## config.mk

```make
export PLATFORM = sky130hd
export DESIGN_NAME = imem_loader
export DESIGN_NICKNAME = d
export VERILOG_FILES = /design/src/rtl/imem_loader_pkg.sv /design/src/rtl/imem_loader_word_packer.sv /design/src/rtl/imem_loader.sv
export SDC_FILE = /design/constraint.sdc
export NUM_CORES = 1
export LEC_CHECK = 0
export ABC_AREA = 1
export CELL_PAD_IN_SITES_DETAIL_PLACEMENT = 0
export CELL_PAD_IN_SITES_GLOBAL_PLACEMENT = 2
export CORE_MARGIN = 8
export CORE_UTILIZATION = 32
export CTS_CLUSTER_DIAMETER = 40
export DETAILED_ROUTE_END_ITERATION = 6
export PLACE_DENSITY = 0.78
export SETUP_SLACK_MARGIN = 0.3
export SLEW_MARGIN = 10
export SYNTH_ARGS = -nofsm -noshare
export SYNTH_HDL_FRONTEND = slang
export SYNTH_SLANG_ARGS = --single-unit
```

## constraint.sdc

```tcl
create_clock -name clk -period 3.3 [get_ports clk]
set_input_delay 0.66 -clock clk [delete_from_list [all_inputs] [get_ports clk]]
set_output_delay 0.66 -clock clk [all_outputs]
set_load 0.01 [all_outputs]
```

## src/rtl/imem_loader_pkg.sv

```systemverilog
// Shared types and sizes for the instruction-memory loader.
package imem_loader_pkg;

    localparam int unsigned BYTES_PER_WORD = 4;
    localparam int unsigned BYTE_W         = 8;
    localparam int unsigned HDR_W          = 8;
    localparam int unsigned CNT_W          = $clog2(BYTES_PER_WORD);

    typedef enum logic [2:0] {
        IDLE,
        HDR,
        DATA,
        WRITE,
        CHK,
        DONE,
        ERR
    } state_e;

endpackage

```

## src/rtl/imem_loader_word_packer.sv

```systemverilog
// Packs bytes MSB-first into words; word_o/full_o update together on the last byte
// so the assembled word is held stable while the next one is being shifted in.
module word_packer
    import imem_loader_pkg::*;
#(
    parameter int unsigned DATA_W = 32
) (
    input  logic              clk,
    input  logic              rst,
    input  logic              clear_i,
    input  logic              shift_i,
    input  logic [BYTE_W-1:0] byte_i,
    output logic              last_c_o,
    output logic              full_o,
    output logic [DATA_W-1:0] word_o
);

    logic [DATA_W-1:0] shift_q;
    logic [DATA_W-1:0] word_q;
    logic [CNT_W-1:0]  cnt_q;
    logic              full_q;
    logic [DATA_W-1:0] shifted_c;

    assign shifted_c = {shift_q[DATA_W-BYTE_W-1:0], byte_i};
    assign last_c_o  = (cnt_q == CNT_W'(BYTES_PER_WORD - 1));
    assign full_o    = full_q;
    assign word_o    = word_q;

    // full_q is a one-cycle pulse in the cycle after the last byte of a word
    always_ff @(posedge clk or posedge rst) begin
        if (rst) begin
            shift_q <= '0;
            word_q  <= '0;
            cnt_q   <= '0;
            full_q  <= 1'b0;
        end else begin
            full_q <= 1'b0;
            if (clear_i) begin
                shift_q <= '0;
                cnt_q   <= '0;
            end else if (shift_i) begin
                shift_q <= shifted_c;
                cnt_q   <= cnt_q + CNT_W'(1);
                if (last_c_o) begin
                    word_q <= shifted_c;
                    full_q <= 1'b1;
                end
            end
        end
    end

endmodule

```

## src/rtl/imem_loader.sv

```systemverilog
// Streams a header-prefixed byte image into instruction memory and releases the core when done.
// Optional trailing XOR checksum byte enabled by `define IMEM_LOADER_CHECKSUM_EN.
module imem_loader
    import imem_loader_pkg::*;
#(
    parameter int unsigned ADDR_W = 8,
    parameter int unsigned DATA_W = 32
) (
    input  logic              clk,
    input  logic              rst,
    input  logic              start_i,
    input  logic              rx_valid_i,
    input  logic [BYTE_W-1:0] rx_data_i,
    output logic              rx_ready_o,
    output logic              im_wren_o,
    output logic [ADDR_W-1:0] im_addr_o,
    output logic [DATA_W-1:0] im_data_o,
    output logic              cpu_enable_o,
    output logic              busy_o,
    output logic              done_o,
    output logic              error_o
);

    state_e             state_q;
    logic [HDR_W-1:0]   words_left_q;
    logic [ADDR_W-1:0]  addr_q;
    logic [ADDR_W-1:0]  im_addr_q;
    logic               rx_ready_q;
    logic               cpu_enable_q;
    logic               busy_q;
    logic               done_q;
    logic               error_q;
`ifdef IMEM_LOADER_CHECKSUM_EN
    logic [BYTE_W-1:0]  xor_q;
`endif

    logic               accept_c;
    logic               restart_c;
    logic               pack_shift_c;
    logic               pack_last_c;

    assign accept_c     = rx_valid_i && rx_ready_q;
    assign restart_c    = start_i && (state_q == IDLE || state_q == DONE || state_q == ERR);
    assign pack_shift_c = accept_c && (state_q == DATA);

    word_packer #(
        .DATA_W (DATA_W)
    ) u_packer (
        .clk      (clk),
        .rst      (rst),
        .clear_i  (restart_c),
        .shift_i  (pack_shift_c),
        .byte_i   (rx_data_i),
        .last_c_o (pack_last_c),
        .full_o   (im_wren_o),
        .word_o   (im_data_o)
    );

    assign rx_ready_o   = rx_ready_q;
    assign im_addr_o    = im_addr_q;
    assign cpu_enable_o = cpu_enable_q;
    assign busy_o       = busy_q;
    assign done_o       = done_q;
    assign error_o      = error_q;

    // Load sequencer; rx_ready_q is set on every transition into a receive state
    always_ff @(posedge clk or posedge rst) begin
        if (rst) begin
            state_q      <= IDLE;
            words_left_q <= '0;
            addr_q       <= '0;
            im_addr_q    <= '0;
            rx_ready_q   <= 1'b0;
            cpu_enable_q <= 1'b0;
            busy_q       <= 1'b0;
            done_q       <= 1'b0;
            error_q      <= 1'b0;
`ifdef IMEM_LOADER_CHECKSUM_EN
            xor_q        <= '0;
`endif
        end else begin
            case (state_q)
                IDLE, DONE, ERR: begin
                    if (state_q == DONE) begin
                        cpu_enable_q <= 1'b1;
                    end
                    if (restart_c) begin
                        state_q      <= HDR;
                        rx_ready_q   <= 1'b1;
                        busy_q       <= 1'b1;
                        done_q       <= 1'b0;
                        error_q      <= 1'b0;
                        cpu_enable_q <= 1'b0;
`ifdef IMEM_LOADER_CHECKSUM_EN
                        xor_q        <= '0;
`endif
                    end
                end
                HDR: begin
                    if (accept_c) begin
                        words_left_q <= rx_data_i;
                        addr_q       <= '0;
                        state_q      <= DATA;
                    end
                end
                DATA: begin
                    if (accept_c) begin
`ifdef IMEM_LOADER_CHECKSUM_EN
                        xor_q <= xor_q ^ rx_data_i;
`endif
                        if (pack_last_c) begin
                            state_q    <= WRITE;
                            rx_ready_q <= 1'b0;
                            im_addr_q  <= addr_q;
                        end
                    end
                end
                WRITE: begin
                    // words_left bounds addr_q, so the top address is reached without wrapping
                    if (words_left_q == '0) begin
`ifdef IMEM_LOADER_CHECKSUM_EN
                        state_q    <= CHK;
                        rx_ready_q <= 1'b1;
`else
                        state_q    <= DONE;
                        busy_q     <= 1'b0;
                        done_q     <= 1'b1;
`endif
                    end else begin
                        addr_q       <= addr_q + ADDR_W'(1);
                        words_left_q <= words_left_q - HDR_W'(1);
                        state_q      <= DATA;
                        rx_ready_q   <= 1'b1;
                    end
                end
`ifdef IMEM_LOADER_CHECKSUM_EN
                CHK: begin
                    if (accept_c) begin
                        rx_ready_q <= 1'b0;
                        busy_q     <= 1'b0;
                        if (rx_data_i == xor_q) begin
                            state_q <= DONE;
                            done_q  <= 1'b1;
                        end else begin
                            state_q <= ERR;
                            error_q <= 1'b1;
                        end
                    end
                end
`endif
                default: begin
                    state_q    <= IDLE;
                    rx_ready_q <= 1'b0;
                    busy_q     <= 1'b0;
                end
            endcase
        end
    end

endmodule

```

==> out/results.ini <==
[final_layout]
final_layout_size_suffix_gt1_frac = 0.0777
ff_latch_area_um2 = 2250
finish.net_count = 592
multiInputGateArea_um2 = 1530
count_of_inserted_antenna_diode_cells = 0
number_of_non_filler_instances_in_the_completed_layout = 755
area.growth.synth_to_final_pct = 22.6
layout.filler_cells = 1334
finish.utilization = 0.398

[timing]
rsz0062_at_grt = false
fin_setup_tns_ns = 0
fmax_ghz = 0.479
final_period_minus_worst_setup_slack_ns = 2.09
finalSetupViolations = 0
worst_clock_skew_ns = 0.00655
layout_worst_path_cycle_share = 0.632
timing.max_slew.rel_slack = 0.537
worstMarginPinSlew_ns = 0.694
timing.final.max_slew_violations = 0
report.final.hold_viol_count = 0

[synth]
syn-mean-instance-area_um2 = 8.10
synth_top_cells_by_count = sky130_fd_sc_hd__nand2_1, sky130_fd_sc_hd__dfrtp_1, sky130_fd_sc_hd__inv_1, sky130_fd_sc_hd__o21ai_0, sky130_fd_sc_hd__nand3_1
yosys.area.top_type = sky130_fd_sc_hd__dfrtp_1
syn_inst = 524
synth_sequential_area_ratio = 0.530
synthesis.nets = 540
library_cell_with_the_highest_instance_count_after_synthesis = sky130_fd_sc_hd__nand2_1
synth-main-ff-cell = sky130_fd_sc_hd__dfrtp_1
share_of_the_synthesized_area_in_the_top_cell_type = 0.530
ys_seq_elements = 90
synth-edff-count = 0
synthesis.area_um2 = 4250
synth_top_cells_by_area = sky130_fd_sc_hd__dfrtp_1, sky130_fd_sc_hd__nand2_1, sky130_fd_sc_hd__o21ai_0
synthArstFlopShare = 1.00
yosys.cell_types.count = 27
synthesis_warning_total = 0

[global_routing]
grt_start_max_net_pins = 78
initial_antenna_violation_count = 0
groute.usage.overall = 0.126
grt_first_pass_wirelength_um = 17600
grt_pass1_vias = 3412
global_route.overflow_total = 0

[clock_network]
postCtsResizedCells = 0
cts_buffer_depth = 2
clock_sinks = 90
cts_tree = built
cts_made_buffers = 9
htree_num_levels = 3
insertion_delay_ns = 0.34
cts.hold.buffers_added = 0
cts_setup_buffers = 0
cts_root_buf = sky130_fd_sc_hd__clkbuf_16
clk_pin_slew_ns = 0.06

[worst_setup_path]
critical_path.startpoint_type = input port
worst-endpoint-arrival_ns = 2.31
worstPathMaxFanout = 77
critical_path.reg2reg.startpoint = u_packer.cnt_q[0]
startpoint = rx_valid_i
worst-setup-path-type = in2reg
endpoint_class_of_the_critical_path = flop
worst_ep_required_time_ns = 3.52

[die]
floorplan.die.height_um = 131
ioPinCount = 58
placeableCoreArea_um2 = 13100
die_width_um = 131
die_area_um2 = 17200
initial_core_util = 0.325
row_count = 42

[routing]
num_vias = 3326
number_of_routed_nets_with_antenna_violations = 0
vias_per_cell = 4.41
drc = 0
wl_per_cell_um = 13.6
drtPass1Iterations = 4
dr.first_iter.drc_count = 183
wl_um = 10300

[place]
gp_routability_congestion = 0.842
placed_cells_incl_taps = 741
dp_hpwl_um = 7350
portBuffers = 56

[power]
p_leak_nw = 2.58
vdd.ir_drop.worst_uv = 300
cellPowerDensity_nw_per_um2 = 655

[flow_run]
cap_violations = 0

[status]
status = finished, final reports clean

[hold_path]
timing.hold.worst.start = words_left_q[5]
min_path_type = reg2reg

## through the flow
| step | hold slack (ns) | power (mW) | setup WS (ns) | instance area, um^2 |
|---|---|---|---|---|
| 5_1_grt | 0.488 | 3.68 | 1.02 | 5210 |
| 4_1_cts | 0.474 | 3.46 | 1.23 | 5210 |
| 2_1_floorplan | 0.442 | 2.22 | 0.305 | 4250 |
| 3_3_place_gp | 0.458 | 2.45 | 0.926 | 4930 |
| 6_report | 0.468 | 3.41 | 1.21 | 5210 |
| 3_5_place_dp | 0.459 | 2.46 | 0.879 | 4930 |
## cell families after synthesis
| logic type | Yosys count | synth area share |
|---|---|---|
| compound gates | 86 | 0.107 |
| fa+ha+maj | 4 | 0.0118 |
| other cells | 1 | 0.000883 |
| flops | 90 | 0.530 |
| buf+inv | 106 | 0.110 |
| simple gates | 235 | 0.235 |
| xor+xnor | 2 | 0.00413 |
## critical path: stages
cell	delay (ns)
sky130_fd_sc_hd__clkdlybuf4s50_1	0.41
sky130_fd_sc_hd__nand2_2	0.14
sky130_fd_sc_hd__nor2_1	0.08
sky130_fd_sc_hd__nand2_2	0.06
sky130_fd_sc_hd__buf_4	0.54
sky130_fd_sc_hd__inv_1	0.23
sky130_fd_sc_hd__nand2_1	0.12
sky130_fd_sc_hd__nand2_1	0.05
## placed cells by master, fill, tap and decap left out, drive strengths merged, types with 2 or more instances in the layout
master | synthesis | layout
nand2 | 180 | 180
dfrtp | 90 | 90
inv | 86 | 85
o21ai | 81 | 81
clkdlybuf4s50 | 0 | 56
nand3 | 25 | 25
nor2 | 25 | 25
clkbuf | 4 | 11
nand4 | 5 | 5
buf | 16 | 5
a21oi | 4 | 4
ha | 4 | 4
clkinv | 0 | 2
## power by group
| part | total (mW) | switching [mW] | internal [mW] |
|---|---|---|---|
| registers | 1.41 | 0.133 | 1.28 |
| clock network | 0.986 | 0.409 | 0.578 |
| logic | 1.01 | 0.678 | 0.336 |
| total | 3.41 | 1.22 | 2.19 |
## per-layer routing
layer	vias up	part of all wire	global-route usage
li1	1713	-	-
met2	51	0.46	0.199
met5	-	0	0
met3	10	0.037	0.0297
met1	1552	0.49	0.164
met4	0	0.014	0.0471
## layout make-up
class	instances	area share
clock buffers	11	0.0447
flip-flops and latches	90	0.432
well taps	176	0.0423
clock inverters	3	0.00817
repair buffers	61	0.117
inverters	86	0.0622
multi-input cells	328	0.293
## final timing paths
| check | to | slack, ns | depth (start not counted) |
|---|---|---|---|
| setup / recovery | u_packer.word_o[0] | 1.21 | 8 |
| max in group asynchronous | im_addr_o[0] | 1.86 | 3 |
| setup reg to reg | u_packer.word_o[0] | 1.48 | 8 |
| hold reg to reg | words_left_q[5] | 0.47 | 2 |
| min in group asynchronous | im_addr_o[6] | 0.74 | 2 |
| hold / removal | words_left_q[5] | 0.47 | 2 |
## registers in the layout, summed over array words and instances, names as in the netlist, 2 cells and up
name,flops
u_packer.word_o,32
u_packer.shift_q,24
words_left_q,8
im_addr_o,8
addr_q,8
state_q,3
u_packer.cnt_q,2
Note: power is estimated with default switching activity, not from simulation.
==> RTL change 1 (config.mk and constraints unchanged) <==
The option `IMEM_LOADER_CHECKSUM_EN` is turned on by a define.
--- a/src/rtl/imem_loader.sv
+++ b/src/rtl/imem_loader.sv
@@ -2,2 +2,4 @@
 // Optional trailing XOR checksum byte enabled by `define IMEM_LOADER_CHECKSUM_EN.
+`define IMEM_LOADER_CHECKSUM_EN
+
 module imem_loader
Function: changed (Yosys sat finds a counterexample within 10 cycles, from zero or initial values and one cycle with rst high).
==> RTL change 1 against the original RTL <==
- final area increased by 3.3%
- count of clock-buffer cells in the layout unchanged
- sequential share of layout area increased by 2.8 points
- setup slack got worse by 58 ps
- routed wire length decreased by 1.1%
- core utilization increased by 0.99 points
- via count increased by 2.1%
- largest cell class unchanged
- area after synthesis increased by 1.2%
- final cell count decreased by 2.6%
- maximum frequency decreased by 2.7%
- sequential cell count increased by 9
Power is not compared: it rests on default switching activity, and its combinational part moved more than twofold at a synthesized area within 25%.
==> RTL change 1: results (changes against the original RTL) <==
| Metric | Value |
|---|---|
| Count of input and output buffers | `57 (was 56)` |
| Top FF cell, synth | `dfrtp_1 (unchanged)` |
| Final cell count without fillers | `735 (was 755)` |
| YS warnings | `0 (unchanged)` |
| Dpl hpwl | `7.30 mm (was 7.35 mm)` |
| Max stage delay cell, worst path | `clkdlybuf4s50_1 (was buf_4)` |
| Total GRT Usage | `0.124 (was 0.126)` |
| Vias per inst | `4.62 (was 4.41)` |
| Share of layout cells above drive strength 1 | `0.0680 (was 0.0777)` |
| Adder-cell share of the synthesized area | `0.0116 (was 0.0118)` |
| Global-route wire length before repair | `17.6 mm (unchanged)` |
| Avg Inst Size Synth | `8.68 µm² (was 8.10 µm²)` |
| Status | `finished clean (unchanged)` |
| Synth Net Count | `511 (was 540)` |
| Worst slack at placement | `777 ps (was 879 ps)` |
| Post-DP Area | `5080 µm² (was 4930 µm²)` |
| Nets | `570 (was 592)` |
| R2R Setup Slk | `1400 ps (was 1480 ps)` |
| CTS H-tree depth | `3 (unchanged)` |
| Slew of the pin with the lowest slew margin | `569 ps (was 694 ps)` |
| First-pass DRT Iterations | `6 (was 4)` |
| Ant diodes | `0 (unchanged)` |
| DRT iter0 DRCs | `218 (was 183)` |
| Clock skew | `3.26 ps (was 6.55 ps)` |
| R2R depth | `7 (was 8)` |
| Placed Cells incl. Taps | `719 (was 741)` |
| CP arrival | `2360 ps (was 2310 ps)` |
| XOR/XNOR share of the synthesized area | `0.00612 (was 0.00412)` |
| CP peak stage delay | `460 ps (was 540 ps)` |
| Hold EP | `done_o$_DFFE_PP0P_ (was words_left_q[5]$_DFFE_PP0P_)` |
| Worst Min Path Start | `done_o$_DFFE_PP0P_ (was words_left_q[5]$_DFFE_PP0P_)` |
| Antenna viol nets, final | `0 (unchanged)` |
| Vias in the first global route | `3394 (was 3412)` |
| CP Max Fanout | `32 (was 77)` |
| Largest net degree at the start of global routing | `55 (was 78)` |
| Compound-Gate Fraction of Synth Area | `0.140 (was 0.107)` |
| Final Worst Setup Slack | `1160 ps (was 1210 ps)` |
| CP Capture Point | `u_packer.word_o[16]$_DFFE_PP0P_ (was u_packer.word_o[0]$_DFFE_PP0P_)` |
| List of most frequent post-synthesis cells | `nand2_1, dfrtp_1, inv_1 (unchanged)` |
| WHS | `478 ps (was 468 ps)` |
| Number of distinct library cells after synthesis | `23 (was 27)` |
| Sequential-to-total area share from yosys stat | `0.577 (was 0.530)` |
| Synth area leaders | `dfrtp_1, nand2_1, o21ai_1 (was dfrtp_1, nand2_1, o21ai_0)` |
| Fillcell total | `1337 (was 1334)` |
| GPL Wtd Cong | `0.780 (was 0.842)` |
| Drt total wl | `10.2 mm (was 10.3 mm)` |
| CTS Buf Count | `9 (unchanged)` |
| Clock Path Buffers | `2 (unchanged)` |
| RR Startpoint | `state_q[2]$_DFFE_PP0P_ (was u_packer.cnt_q[0]$_DFFE_PP0P_)` |
==> RTL change 1: critical path, delay by kind of cell <==
| family | cells | cell delay (ps) |
|---|---|---|
| simple gates | 4 | 830 |
| buf+inv | 2 | 800 |
| compound gates | 1 | 50 |
==> RTL change 1: final cells by class <==
type | count | area (µm²) | share of cell area
Multi-Input combinational cell | 305 | 1450 | 0.270
Clock buffer | 11 | 243 | 0.0451
Tap cell | 176 | 220 | 0.0409
Timing Repair Buffer | 65 | 643 | 0.120
Clock inverter | 5 | 60.1 | 0.0112
Sequential cell | 99 | 2480 | 0.460
Inverter | 74 | 284 | 0.0528
==> RTL change 1: layer usage <==
metal | part of all wire | track usage
met5 | 0 | 0
met4 | 0.021 | 0.0562
met3 | 0.043 | 0.0309
met2 | 0.45 | 0.190
met1 | 0.48 | 0.161
==> RTL change 1: report_power, final <==
part,switching (W),internal [W]
sequential,0,0.00121
combinational,0.0000424,0.0000199
clock,0.000464,0.000612
==> RTL change 2 (same flow settings) <==
Without the edit above. Encoding of `state_e`: now one-hot (7 bits for 7 states).
--- a/src/rtl/imem_loader_pkg.sv
+++ b/src/rtl/imem_loader_pkg.sv
@@ -8,10 +8,10 @@
 
-    typedef enum logic [2:0] {
-        IDLE,
-        HDR,
-        DATA,
-        WRITE,
-        CHK,
-        DONE,
-        ERR
+    typedef enum logic [6:0] {
+        IDLE  = 7'b0000001,
+        HDR   = 7'b0000010,
+        DATA  = 7'b0000100,
+        WRITE = 7'b0001000,
+        CHK   = 7'b0010000,
+        DONE  = 7'b0100000,
+        ERR   = 7'b1000000
     } state_e;
Function: no difference found for any inputs over 10 cycles, from zero or initial values and one cycle with rst high; not proved beyond that.
==> RTL change 2 against the original RTL <==
- sequential cell count up 2
- routed wire length down 7.6%
- area after synthesis down 4.3%
- maximum frequency up 1.3%
- power down 14%
- sequential share of layout area up 2.4 points
- register-to-register slack worse by 140 ps
- count of clock-buffer cells in the layout up 2
- final area down 3.1%
- global-route usage down 0.27 points
- setup slack better by 27 ps
==> RTL change 2: results (changes against the original RTL) <==
| Metric | Value |
|---|---|
| Worst slack at placement | `872 ps (was 879 ps)` |
| CP arrival | `2270 ps (was 2310 ps)` |
| Drt total wl | `9.51 mm (was 10.3 mm)` |
| Synth Net Count | `494 (was 540)` |
| Ant diodes | `0 (unchanged)` |
| Slew of the pin with the lowest slew margin | `646 ps (was 694 ps)` |
| P_leak | `2.41 nW (was 2.58 nW)` |
| Dpl hpwl | `6.73 mm (was 7.35 mm)` |
| Adder-cell share of the synthesized area | `0.0123 (was 0.0118)` |
| Number of distinct library cells after synthesis | `28 (was 27)` |
| Synth area leaders | `dfrtp_1, nand2_1, o21ai_0 (unchanged)` |
| Drt wl/cell | `13.5 µm (was 13.6 µm)` |
| XOR/XNOR share of the synthesized area | `0.00647 (was 0.00412)` |
| List of most frequent post-synthesis cells | `nand2_1, dfrtp_1, o21ai_0 (was nand2_1, dfrtp_1, inv_1)` |
| Status | `finished clean (unchanged)` |
| Share of layout cells above drive strength 1 | `0.0544 (was 0.0777)` |
| Vias in the first global route | `3125 (was 3412)` |
| Worst-path clk slew | `60 ps (about the same)` |
| Hold WC Path Type | `flip-flop to flip-flop (unchanged)` |
| Nets | `545 (was 592)` |
| Multiplexer share of the synthesized area | `0 (unchanged)` |
| CP Max Fanout | `36 (was 77)` |
| YS warnings | `0 (unchanged)` |
| Compound-Gate Fraction of Synth Area | `0.0887 (was 0.107)` |
| Mapped Cells | `478 (was 524)` |
| Post-DP Area | `4760 µm² (was 4930 µm²)` |
| DRT iter0 DRCs | `221 (was 183)` |
| Sequential-to-total area share from yosys stat | `0.567 (was 0.530)` |
| Vias per inst | `4.42 (was 4.41)` |
| GPL Wtd Cong | `0.801 (was 0.842)` |
| Clock Latency Late Sink | `330 ps` |
| Clock Path Buffers | `2 (unchanged)` |
| Global-route wire length before repair | `16.1 mm (was 17.6 mm)` |
| Fillcell total | `1286 (was 1334)` |
| Post-CTS resize count | `0 (unchanged)` |
| Antenna viol nets, final | `0 (unchanged)` |
| Clock skew | `4.89 ps (was 6.55 ps)` |
| CTS Buf Count | `9 (unchanged)` |
| Largest net degree at the start of global routing | `47 (was 78)` |
| Post-CTS Setup Bufs | `0 (unchanged)` |
| Placed Cells incl. Taps | `690 (was 741)` |
| Worst VDD drop | `0.223 mV (was 0.300 mV)` |
| Total GRT Usage | `0.123 (was 0.126)` |
==> RTL change 2: path summary, 6_finish.rpt <==
kind                                        start                                to  slack, ps  depth (start not counted)
min in group asynchronous                     rst  u_packer.shift_q[21]$_DFFE_PP0P_        760                          2
min reg2reg                    busy_o$_DFFE_PP0P_                busy_o$_DFFE_PP0P_        470                          2
max                                    rx_valid_i   u_packer.word_o[15]$_DFFE_PP0P_       1240                          7
max reg2reg                state_q[1]$_DFFE_PP0P_             addr_q[6]$_DFFE_PP0P_       1340                          6
max in group asynchronous                     rst             addr_q[3]$_DFFE_PP0P_       1760                          3
min                            busy_o$_DFFE_PP0P_                busy_o$_DFFE_PP0P_        470                          2
==> RTL change 2: report_power, final <==
| part | switching [W] | internal (W) | leakage [nW] |
|---|---|---|---|
| combinational | 0.000404 | 0.000196 | 1.01 |
| clock | 0.000404 | 0.000603 | 0.140 |
| sequential | 0.0000888 | 0.00123 | 1.26 |
==> RTL change 2: worst max-delay path, stage by stage <==
cell and delay (ps):
clkdlybuf4s50_1 450, nand2_1 110, nor2_4 260, nand2_4 260
buf_4 330, nand2_1 90, o21ai_0 70
==> RTL change 2: area by class of cell <==
| cell class | count | area, µm² | share of cell area |
|---|---|---|---|
| sequential | 92 | 2300 | 0.456 |
| tap | 172 | 215 | 0.0426 |
| multi-input combinational | 313 | 1440 | 0.285 |
| inverter | 53 | 203 | 0.0402 |
| clock inverter | 2 | 35.0 | 0.00694 |
| timing repair buffer | 60 | 603 | 0.119 |
| clock buffer | 13 | 250 | 0.0496 |
==> RTL change 2: routing by layer <==
metal | up-vias | routed length [µm] | track usage
met5 | - | 0 | 0
met4 | 0 | 127 | 0.0532
met3 | 12 | 424 | 0.0269
met2 | 50 | 4020 | 0.179
met1 | 1438 | 4940 | 0.173
li1 | 1616 | - | -
